<file path="src/rtl/irq_onehot_sequencer_if.sv">
// Request/grant bundle between the IRQ sequencer and its producer/consumer side.
// The slave modport is the sequencer; the master side drives req/ack and observes the grant.
interface irq_onehot_sequencer_if;
    logic [7:0] req;
    logic       ack;
    logic       en;
    logic       Y7;
    logic       Y6;
    logic       Y5;
    logic       Y4;
    logic       Y3;
    logic       Y2;
    logic       Y1;
    logic       Y0;
    logic [7:0] pend;
    logic       overflow;
    logic       timeout;

    modport master (
        output req, ack,
        input  en, Y7, Y6, Y5, Y4, Y3, Y2, Y1, Y0, pend, overflow, timeout
    );

    modport slave (
        input  req, ack,
        output en, Y7, Y6, Y5, Y4, Y3, Y2, Y1, Y0, pend, overflow, timeout
    );
endinterface

</file>
<file path="src/rtl/irq_onehot_sequencer.sv">
// Captures request rising edges into a pending set and presents one grant at a time
// as a registered one-hot vector feeding the downstream 8-to-3 encoder.
module irq_onehot_sequencer #(
    parameter int RR_MODE = 0,
    parameter int TIMEOUT = 16
) (
    input logic                  clk,
    input logic                  rst,
    irq_onehot_sequencer_if.slave bus
);
    localparam int CNT_W = (TIMEOUT < 1) ? 1 : $clog2(TIMEOUT + 1);
    localparam logic [CNT_W-1:0] CNT_LAST = CNT_W'(TIMEOUT - 1);
    localparam logic [CNT_W-1:0] CNT_MAX  = '1;

    typedef enum logic [1:0] {IDLE, GRANT, RELEASE} state_t;

    state_t           state_q, state_nxt;
    logic [7:0]       req_q, pend_q, y_q, y_nxt, req_edge, clr;
    logic             en_q, en_nxt, ovf_q, tmo_q, tmo_nxt, tmo_hit;
    logic [CNT_W-1:0] cnt_q, cnt_nxt;
    logic [2:0]       last_q, last_nxt;

    function automatic logic [2:0] onehot_index(input logic [7:0] v);
        logic [2:0] idx;
        idx = '0;
        for (int i = 0; i < 8; i++) begin
            if (v[i]) idx = 3'(i);
        end
        return idx;
    endfunction

    // Round-robin visits last-1 down to last; the final overwrite is the closest candidate.
    function automatic logic [2:0] pick_winner(input logic [7:0] p, input logic [2:0] l);
        logic [2:0] w;
        logic [2:0] cand;
        w = '0;
        if (RR_MODE == 0) begin
            for (int i = 0; i < 8; i++) begin
                if (p[i]) w = 3'(i);
            end
        end else begin
            for (int k = 8; k >= 1; k--) begin
                cand = l - 3'(k);
                if (p[cand]) w = cand;
            end
        end
        return w;
    endfunction

    assign req_edge = bus.req & ~req_q;
    assign tmo_hit  = (TIMEOUT != 0) && (cnt_q == CNT_LAST);

    always_comb begin
        state_nxt = state_q;
        y_nxt     = y_q;
        en_nxt    = en_q;
        cnt_nxt   = cnt_q;
        last_nxt  = last_q;
        tmo_nxt   = 1'b0;
        clr       = '0;
        case (state_q)
            IDLE: begin
                if (pend_q != '0) begin
                    y_nxt     = 8'b1 << pick_winner(pend_q, last_q);
                    en_nxt    = 1'b1;
                    cnt_nxt   = '0;
                    state_nxt = GRANT;
                end else begin
                    y_nxt  = '0;
                    en_nxt = 1'b0;
                end
            end
            GRANT: begin
                if (bus.ack || tmo_hit) begin
                    clr       = y_q;
                    en_nxt    = 1'b0;
                    y_nxt     = '0;
                    tmo_nxt   = !bus.ack;
                    state_nxt = RELEASE;
                    if (RR_MODE != 0) last_nxt = onehot_index(y_q);
                end else if (cnt_q != CNT_MAX) begin
                    cnt_nxt = cnt_q + CNT_W'(1);
                end
            end
            RELEASE: begin
                en_nxt    = 1'b0;
                y_nxt     = '0;
                state_nxt = IDLE;
            end
            default: begin
                en_nxt    = 1'b0;
                y_nxt     = '0;
                state_nxt = IDLE;
            end
        endcase
    end

    // req_q resets high so lines already asserted at reset release are not taken as edges.
    always_ff @(posedge clk or posedge rst) begin
        if (rst) begin
            state_q <= IDLE;
            req_q   <= 8'hFF;
            pend_q  <= '0;
            y_q     <= '0;
            en_q    <= 1'b0;
            cnt_q   <= '0;
            last_q  <= '0;
            ovf_q   <= 1'b0;
            tmo_q   <= 1'b0;
        end else begin
            state_q <= state_nxt;
            req_q   <= bus.req;
            pend_q  <= (pend_q & ~clr) | req_edge;
            y_q     <= y_nxt;
            en_q    <= en_nxt;
            cnt_q   <= cnt_nxt;
            last_q  <= last_nxt;
            ovf_q   <= |(req_edge & pend_q & ~clr);
            tmo_q   <= tmo_nxt;
        end
    end

    assign bus.en       = en_q;
    assign bus.Y7       = y_q[7];
    assign bus.Y6       = y_q[6];
    assign bus.Y5       = y_q[5];
    assign bus.Y4       = y_q[4];
    assign bus.Y3       = y_q[3];
    assign bus.Y2       = y_q[2];
    assign bus.Y1       = y_q[1];
    assign bus.Y0       = y_q[0];
    assign bus.pend     = pend_q;
    assign bus.overflow = ovf_q;
    assign bus.timeout  = tmo_q;
endmodule

</file>
<file path="src/flat_wrapper.sv">
// flat-port wrapper written by rule: the top's interface ports become plain ports
module irq_onehot_sequencer_flat 
#(
    parameter int RR_MODE = 0,
    parameter int TIMEOUT = 16
)
  (clk, rst, bus_req, bus_ack, bus_en, bus_Y7, bus_Y6, bus_Y5, bus_Y4, bus_Y3, bus_Y2, bus_Y1, bus_Y0, bus_pend, bus_overflow, bus_timeout);
  irq_onehot_sequencer_if bus_i ();
  input logic clk;
  input logic rst;
  input wire logic [$bits(bus_i.req)-1:0] bus_req;
  input wire logic [$bits(bus_i.ack)-1:0] bus_ack;
  output wire logic [$bits(bus_i.en)-1:0] bus_en;
  output wire logic [$bits(bus_i.Y7)-1:0] bus_Y7;
  output wire logic [$bits(bus_i.Y6)-1:0] bus_Y6;
  output wire logic [$bits(bus_i.Y5)-1:0] bus_Y5;
  output wire logic [$bits(bus_i.Y4)-1:0] bus_Y4;
  output wire logic [$bits(bus_i.Y3)-1:0] bus_Y3;
  output wire logic [$bits(bus_i.Y2)-1:0] bus_Y2;
  output wire logic [$bits(bus_i.Y1)-1:0] bus_Y1;
  output wire logic [$bits(bus_i.Y0)-1:0] bus_Y0;
  output wire logic [$bits(bus_i.pend)-1:0] bus_pend;
  output wire logic [$bits(bus_i.overflow)-1:0] bus_overflow;
  output wire logic [$bits(bus_i.timeout)-1:0] bus_timeout;
  assign bus_i.req = bus_req;
  assign bus_i.ack = bus_ack;
  assign bus_en = bus_i.en;
  assign bus_Y7 = bus_i.Y7;
  assign bus_Y6 = bus_i.Y6;
  assign bus_Y5 = bus_i.Y5;
  assign bus_Y4 = bus_i.Y4;
  assign bus_Y3 = bus_i.Y3;
  assign bus_Y2 = bus_i.Y2;
  assign bus_Y1 = bus_i.Y1;
  assign bus_Y0 = bus_i.Y0;
  assign bus_pend = bus_i.pend;
  assign bus_overflow = bus_i.overflow;
  assign bus_timeout = bus_i.timeout;
  irq_onehot_sequencer #(.RR_MODE(RR_MODE), .TIMEOUT(TIMEOUT)) u_core (.clk(clk), .rst(rst), .bus(bus_i));
endmodule
</file>
<file path="config.mk">
export PLATFORM = sky130hd
export DESIGN_NAME = irq_onehot_sequencer_flat
export DESIGN_NICKNAME = d
export VERILOG_FILES = /design/src/rtl/irq_onehot_sequencer_if.sv /design/src/rtl/irq_onehot_sequencer.sv /design/src/flat_wrapper.sv
export SDC_FILE = /design/constraint.sdc
export NUM_CORES = 1
export LEC_CHECK = 0
export BUFFER_PORTS_ARGS = -buffer_cell sky130_fd_sc_hd__buf_2
export CORE_AREA = 3 3 55 57
export CTS_CLUSTER_DIAMETER = 60
export CTS_CLUSTER_SIZE = 14
export DETAILED_ROUTE_END_ITERATION = 12
export DIE_AREA = 0 0 58 60
export GPL_TIMING_DRIVEN = 0
export PLACE_DENSITY = 0.8
export SYNTH_ARGS = -nofsm -noshare
export SYNTH_HDL_FRONTEND = slang
export SYNTH_SLANG_ARGS = --single-unit
</file>
<file path="constraint.sdc">
create_clock -name clk -period 5 [get_ports clk]
set_input_delay 1 -clock clk [delete_from_list [all_inputs] [get_ports clk]]
set_output_delay 1 -clock clk [all_outputs]
set_load 0.05 [all_outputs]
</file>
==> Word level (Yosys, flattened, before mapping) <==
Index checks and enable logic that the tools add are counted.
W data, S select, Z words.
{ "word_totals": {"word_cells": 58, "output_inout_bits": 19, "register_bits": 34} }
{ "op_classes": {"n_reduce_logical": 8, "add_sub_neg": 1, "shifts": 1, "eq_ne": 7, "mux": 26, "bitwise": 7} }
{ "op_table": {"columns": ["cell", "n"], "rows": [
  ["$and A8 B8 Y8", 4],
  ["$mux W8", 4],
  ["$mux W3", 6],
  ["$not A8 Y8", 2],
  ["$pmux W8 S2", 1],
  ["$mux W5", 3],
  ["$pmux W5 S2", 1],
  ["$mux W2", 4],
  ["$or A8 B8 Y8", 1],
  ["$reduce_bool A8 Y1", 1],
  ["$reduce_or A8 Y1", 1],
  ["$shl A1 B3 Y8 const A", 1],
  ["$ne A2 B1 Y1 const B", 3],
  ["$add A5 B1 Y5 const B", 1],
  ["$eq A5 B4 Y1 const B", 1],
  ["$mux W1", 5],
  ["$ne A5 B5 Y1 const B", 1],
  ["$pmux W2 S2", 1],
  ["$reduce_and A4 Y1", 1],
  ["$eq A2 B1 Y1 const B", 1],
  ["$logic_not A2 Y1", 1],
  ["$ne A2 B2 Y1 const B", 1],
  ["$pmux W1 S2", 1],
  ["$reduce_and A2 Y1", 1],
  ["3 further kinds", 3]
]} }

==> Longest topological paths before layout <==
{ "depth": {"ltp_word": 12, "ltp_mapped": 10, "ltp_nobuf": 8} }

==> Worst setup path before layout <==
No wires, ideal clock.
{ "synth_timing": {"path_kind": "input-to-reg", "from": "input bus_ack", "to": "register u_core.ovf_q, in the netlist u_core.bus.overflow", "path_slack_ns": 2.750, "setup_ns": 0.139, "n_path_buf": 1, "arrival_ns": 2.112, "required_ns": 4.861, "stages": 6, "path_cell_list": "or2_1 -> buf_2 -> nand3_1 -> a31oi_1 -> o221ai_1 -> or4_1"} }
{ "synth_between": {"elab_chain_cells": 6} }
{ "synth_lines": {"columns": ["element", "line", "text"], "rows": [
  ["start, declared", "flat_wrapper.sv:12", "input wire logic [$bits(bus_i.ack)-1:0] bus_ack;"],
  ["$logic_or A1 B1 Y1", "irq_onehot_sequencer.sv:74", "if (bus.ack || tmo_hit) begin"],
  ["$mux W8", "irq_onehot_sequencer.sv:74", null],
  ["$mux W8", "irq_onehot_sequencer.sv:61", "case (state_q)"],
  ["$not A8 Y8", "irq_onehot_sequencer.sv:118", "ovf_q <= |(req_edge & pend_q & ~clr);"],
  ["$and A8 B8 Y8", "irq_onehot_sequencer.sv:118", null],
  ["$reduce_or A8 Y1", "irq_onehot_sequencer.sv:118", null],
  ["end signal, assigned", "irq_onehot_sequencer.sv:118", null],
  ["end, declared", "irq_onehot_sequencer.sv:19", "logic en_q, en_nxt, ovf_q, tmo_q, tmo_nxt, tmo_hit;"]
]} }
Every way passes these cells.
A chain may end at the register's enable or synchronous reset.

==> Final worst setup path <==
{ "layout_timing": {"from": "register u_core.cnt_q[0]", "to": "register u_core.ovf_q, in the netlist u_core.bus.overflow"} }
{ "layout_between": {"elab_chain_cells": 7} }
{ "layout_lines": {"columns": ["element", "line", "text"], "rows": [
  ["start, declared", "irq_onehot_sequencer.sv:20", "logic [CNT_W-1:0] cnt_q, cnt_nxt;"],
  ["start signal, assigned", "irq_onehot_sequencer.sv:116", "cnt_q <= cnt_nxt;"],
  ["$eq A5 B4 Y1", "irq_onehot_sequencer.sv:51", "assign tmo_hit = (TIMEOUT != 0) && (cnt_q == CNT_LAST);"],
  ["$logic_or A1 B1 Y1", "irq_onehot_sequencer.sv:74", null],
  ["$mux W8", "irq_onehot_sequencer.sv:74", null],
  ["$mux W8", "irq_onehot_sequencer.sv:61", null],
  ["$not A8 Y8", "irq_onehot_sequencer.sv:118", null],
  ["$and A8 B8 Y8", "irq_onehot_sequencer.sv:118", null],
  ["$reduce_or A8 Y1", "irq_onehot_sequencer.sv:118", null]
]} }
Every way passes these cells.

==> flow_summary.json <==
{
  "place.port_buffers": 29,
  "rows": 18,
  "first_pass_iters": 4,
  "hold_path.startpoint": "u_core.bus.en$_DFFE_PP0N_",
  "grt_start_max_net_pins": 35,
  "yosysSeqAreaShare": 0.593,
  "min_path_type": "reg2reg",
  "die_h_um": 60,
  "avgSynthCellArea_sq_um": 11.0,
  "hpwl_mm": 2.12,
  "status": "finished, final reports clean",
  "p_per_area_nw_per_um2": 423,
  "clock_path_buffers": 2,
  "crit_fanout": 9,
  "internal-power_mw": 0.451,
  "irDropWorstVdd_mv": 0.294,
  "grt_pass1_vias": 1121,
  "core_area_sq_um": 2520,
  "yosys_most_used_dff": "dfrtp_1",
  "period_minus_slack_ps": 2420,
  "routed_wl_mm": 3.02,
  "setup_viol": 0,
  "cp_data_required_time_ps": 5210,
  "gr-total-overflow": 0,
  "grt_usage": 0.199,
  "min_period_over_period": 0.485,
  "arrival_ps": 2640,
  "hold_path_depth": 1,
  "nets": 183,
  "drive_gt1_frac": 0.318,
  "hold_viol": 0,
  "regToRegEndpoint": "u_core.bus.overflow$_DFF_PP0_",
  "power_frac_comb": 0.313,
  "cts_made_buffers": 5,
  "path_clk_slew_ps": 100,
  "cts.sinks": 34,
  "ys_async_sr_fraction": 1.00,
  "gp_congestion": 0.786,
  "maxCapViolations": 0,
  "n_antenna_cell": 0,
  "hold_buffers": 0,
  "syn_nets": 146,
  "hold_path_end": "u_core.bus.en$_DFFE_PP0N_",
  "ioPinCount": 30,
  "preCtsSetupSlack_ps": 2520,
  "end_kind": "flop",
  "cts_tree": "done",
  "antenna_found_initial": 0,
  "grt_first_pass_wirelength_mm": 5.02,
  "clockPowerShare": 0.213,
  "clock-root-buffer": "clkbuf_4",
  "fin_tns_setup_ps": 0,
  "die_x_um": 58,
  "tightest_slew_ps": 762,
  "worstRegToRegCells": 9,
  "n_fill_cell": 205,
  "maxSlewHeadroom": 0.489,
  "ys_ff_latch": 34,
  "fmax_mhz": 413,
  "switching_power_mw": 0.277,
  "drc": 0,
  "htreeDepth": 2,
  "die_area_sq_um": 3480,
  "clk_latency_ps": 340,
  "worst_clock_skew_ps": 14.0,
  "final_max_slew_viol_count": 0,
  "p_total_mw": 0.728,
  "critPathKind": "reg2reg",
  "synthToLayoutAreaGrowth_pct": 18.6,
  "layout_setup_ws_ps": 2580,
  "ant_nets": 0,
  "rr_startpoint": "u_core.cnt_q[0]$_DFFE_PP0P_",
  "leakagePower_nw": 0.834,
  "p_sw_frac": 0.380,
  "start_util": 0.575,
  "startpoint_type": "flop",
  "layout_commonest_cell": "buf_2",
  "synth-edff-count": 0,
  "reg2reg_slack_ps": 2580,
  "cts_resized": 0,
  "seq_power_share": 0.474,
  "ys_types": 41,
  "grt_setup_unrepaired": "no",
  "syn_area_sq_um": 1450,
  "final_cell_mix": "buf_2 (30), dfrtp_1 (26), nand2_1 (21)",
  "post_drt_wl_per_cell_um": 15.1,
  "postCtsSetupBuffers": 0,
  "drt_iter0_markers": 36,
  "vias": 1125,
  "synthCells": 132,
  "viasPerCell": 5.63,
  "yosysWarnings": 0
}
metal layers:
metal  share of wire  track usage  up-vias
met5               0            0        -
li1                -            -      538
met3           0.066       0.0713        8
met4           0.018       0.0596        0
met2            0.48        0.332       40
met1            0.44        0.243      539
worst max path at each step:
stage	from	end	depth (start not counted)
floorplan	bus_ack	u_core.bus.overflow$_DFF_PP0_	6
global placement	bus_ack	u_core.bus.overflow$_DFF_PP0_	7
detailed placement	bus_ack	u_core.bus.overflow$_DFF_PP0_	7
CTS	u_core.cnt_q[0]$_DFFE_PP0P_	u_core.bus.overflow$_DFF_PP0_	9
global route	u_core.cnt_q[0]$_DFFE_PP0P_	u_core.bus.overflow$_DFF_PP0_	9
finish	u_core.cnt_q[0]$_DFFE_PP0P_	u_core.bus.overflow$_DFF_PP0_	9
synthesized netlist by cell type (2+ instances only):
library cell  count  area (sq um)
nor2_1           10          37.5
ha_1              3          37.5
a31oi_1           2          12.5
or2b_2            2          17.5
inv_1             7          26.3
dfrtp_1          26           651
a32o_1            2          20.0
nand2_1          21          78.8
a21o_1            2          15.0
nor3_1            3          15.0
or2_2             2          12.5
o41ai_1           2          17.5
buf_6             2          22.5
nand3_1           5          25.0
a22o_1            3          26.3
o21ai_0           6          30.0
nand2b_1          3          18.8
dfstp_2           8           210
critical path, cell delays in order (launching register included):
cell      delay [ps]
dfrtp_1          430
ha_1             230
and3_1           200
ha_1             160
or2_1             90
buf_2            190
nand3_1          110
a31oi_1          190
o221ai_1         160
or4_1            530
per-stage QoR:
stage | util | cell area, sq um | hold slack [ps] | cells
detailed placement | 0.648 | 1630 | 467 | 191
finish | 0.683 | 1720 | 479 | 200
floorplan | - | 1450 | 487 | 132
CTS | 0.672 | 1690 | 488 | 199
global placement | 0.648 | 1630 | 457 | 191
global route | 0.683 | 1720 | 529 | 200
final cells by class:
class	instances	area, sq um	share of cell area
plain buffers	3	27.5	0.0160
clock buffers	7	55.1	0.0320
clock inverters	1	5.00	0.00291
inverters	7	26.3	0.0153
multi-input cells	88	537	0.312
flip-flops and latches	34	861	0.500
well taps	30	37.5	0.0218
repair buffers	30	173	0.100
cells by family (layout without fill, tap and decap cells):
logic type,count (synthesis),after routing,synth area share
flops,34,34,0.593
xor+xnor,1,1,0.00604
fa+ha+maj,3,3,0.0259
compound gates,25,25,0.131
simple gates,59,59,0.207
buf+inv,10,48,0.0371
registers in the layout (all words and copies together), names as in the netlist:
| signal | flops |
|---|---|
| u_core.cnt_q | 5 |
| u_core.bus.overflow | 1 |
| u_core.bus.timeout | 1 |
| u_core.bus.pend | 8 |
| u_core.y_q | 8 |
| u_core.state_q | 2 |
| u_core.bus.en | 1 |
| u_core.req_q | 8 |
power by group through the flow:
stage                     Clock, mW  Combinational, mW  Sequential (mW)
after floorplan                   0              0.107            0.405
after detailed placement          0              0.223            0.347
after global routing          0.172              0.249            0.350
after global placement            0              0.219            0.346
after CTS                     0.159              0.226            0.343
final                         0.155              0.228            0.345
Note: power is estimated with default switching activity, not from simulation.
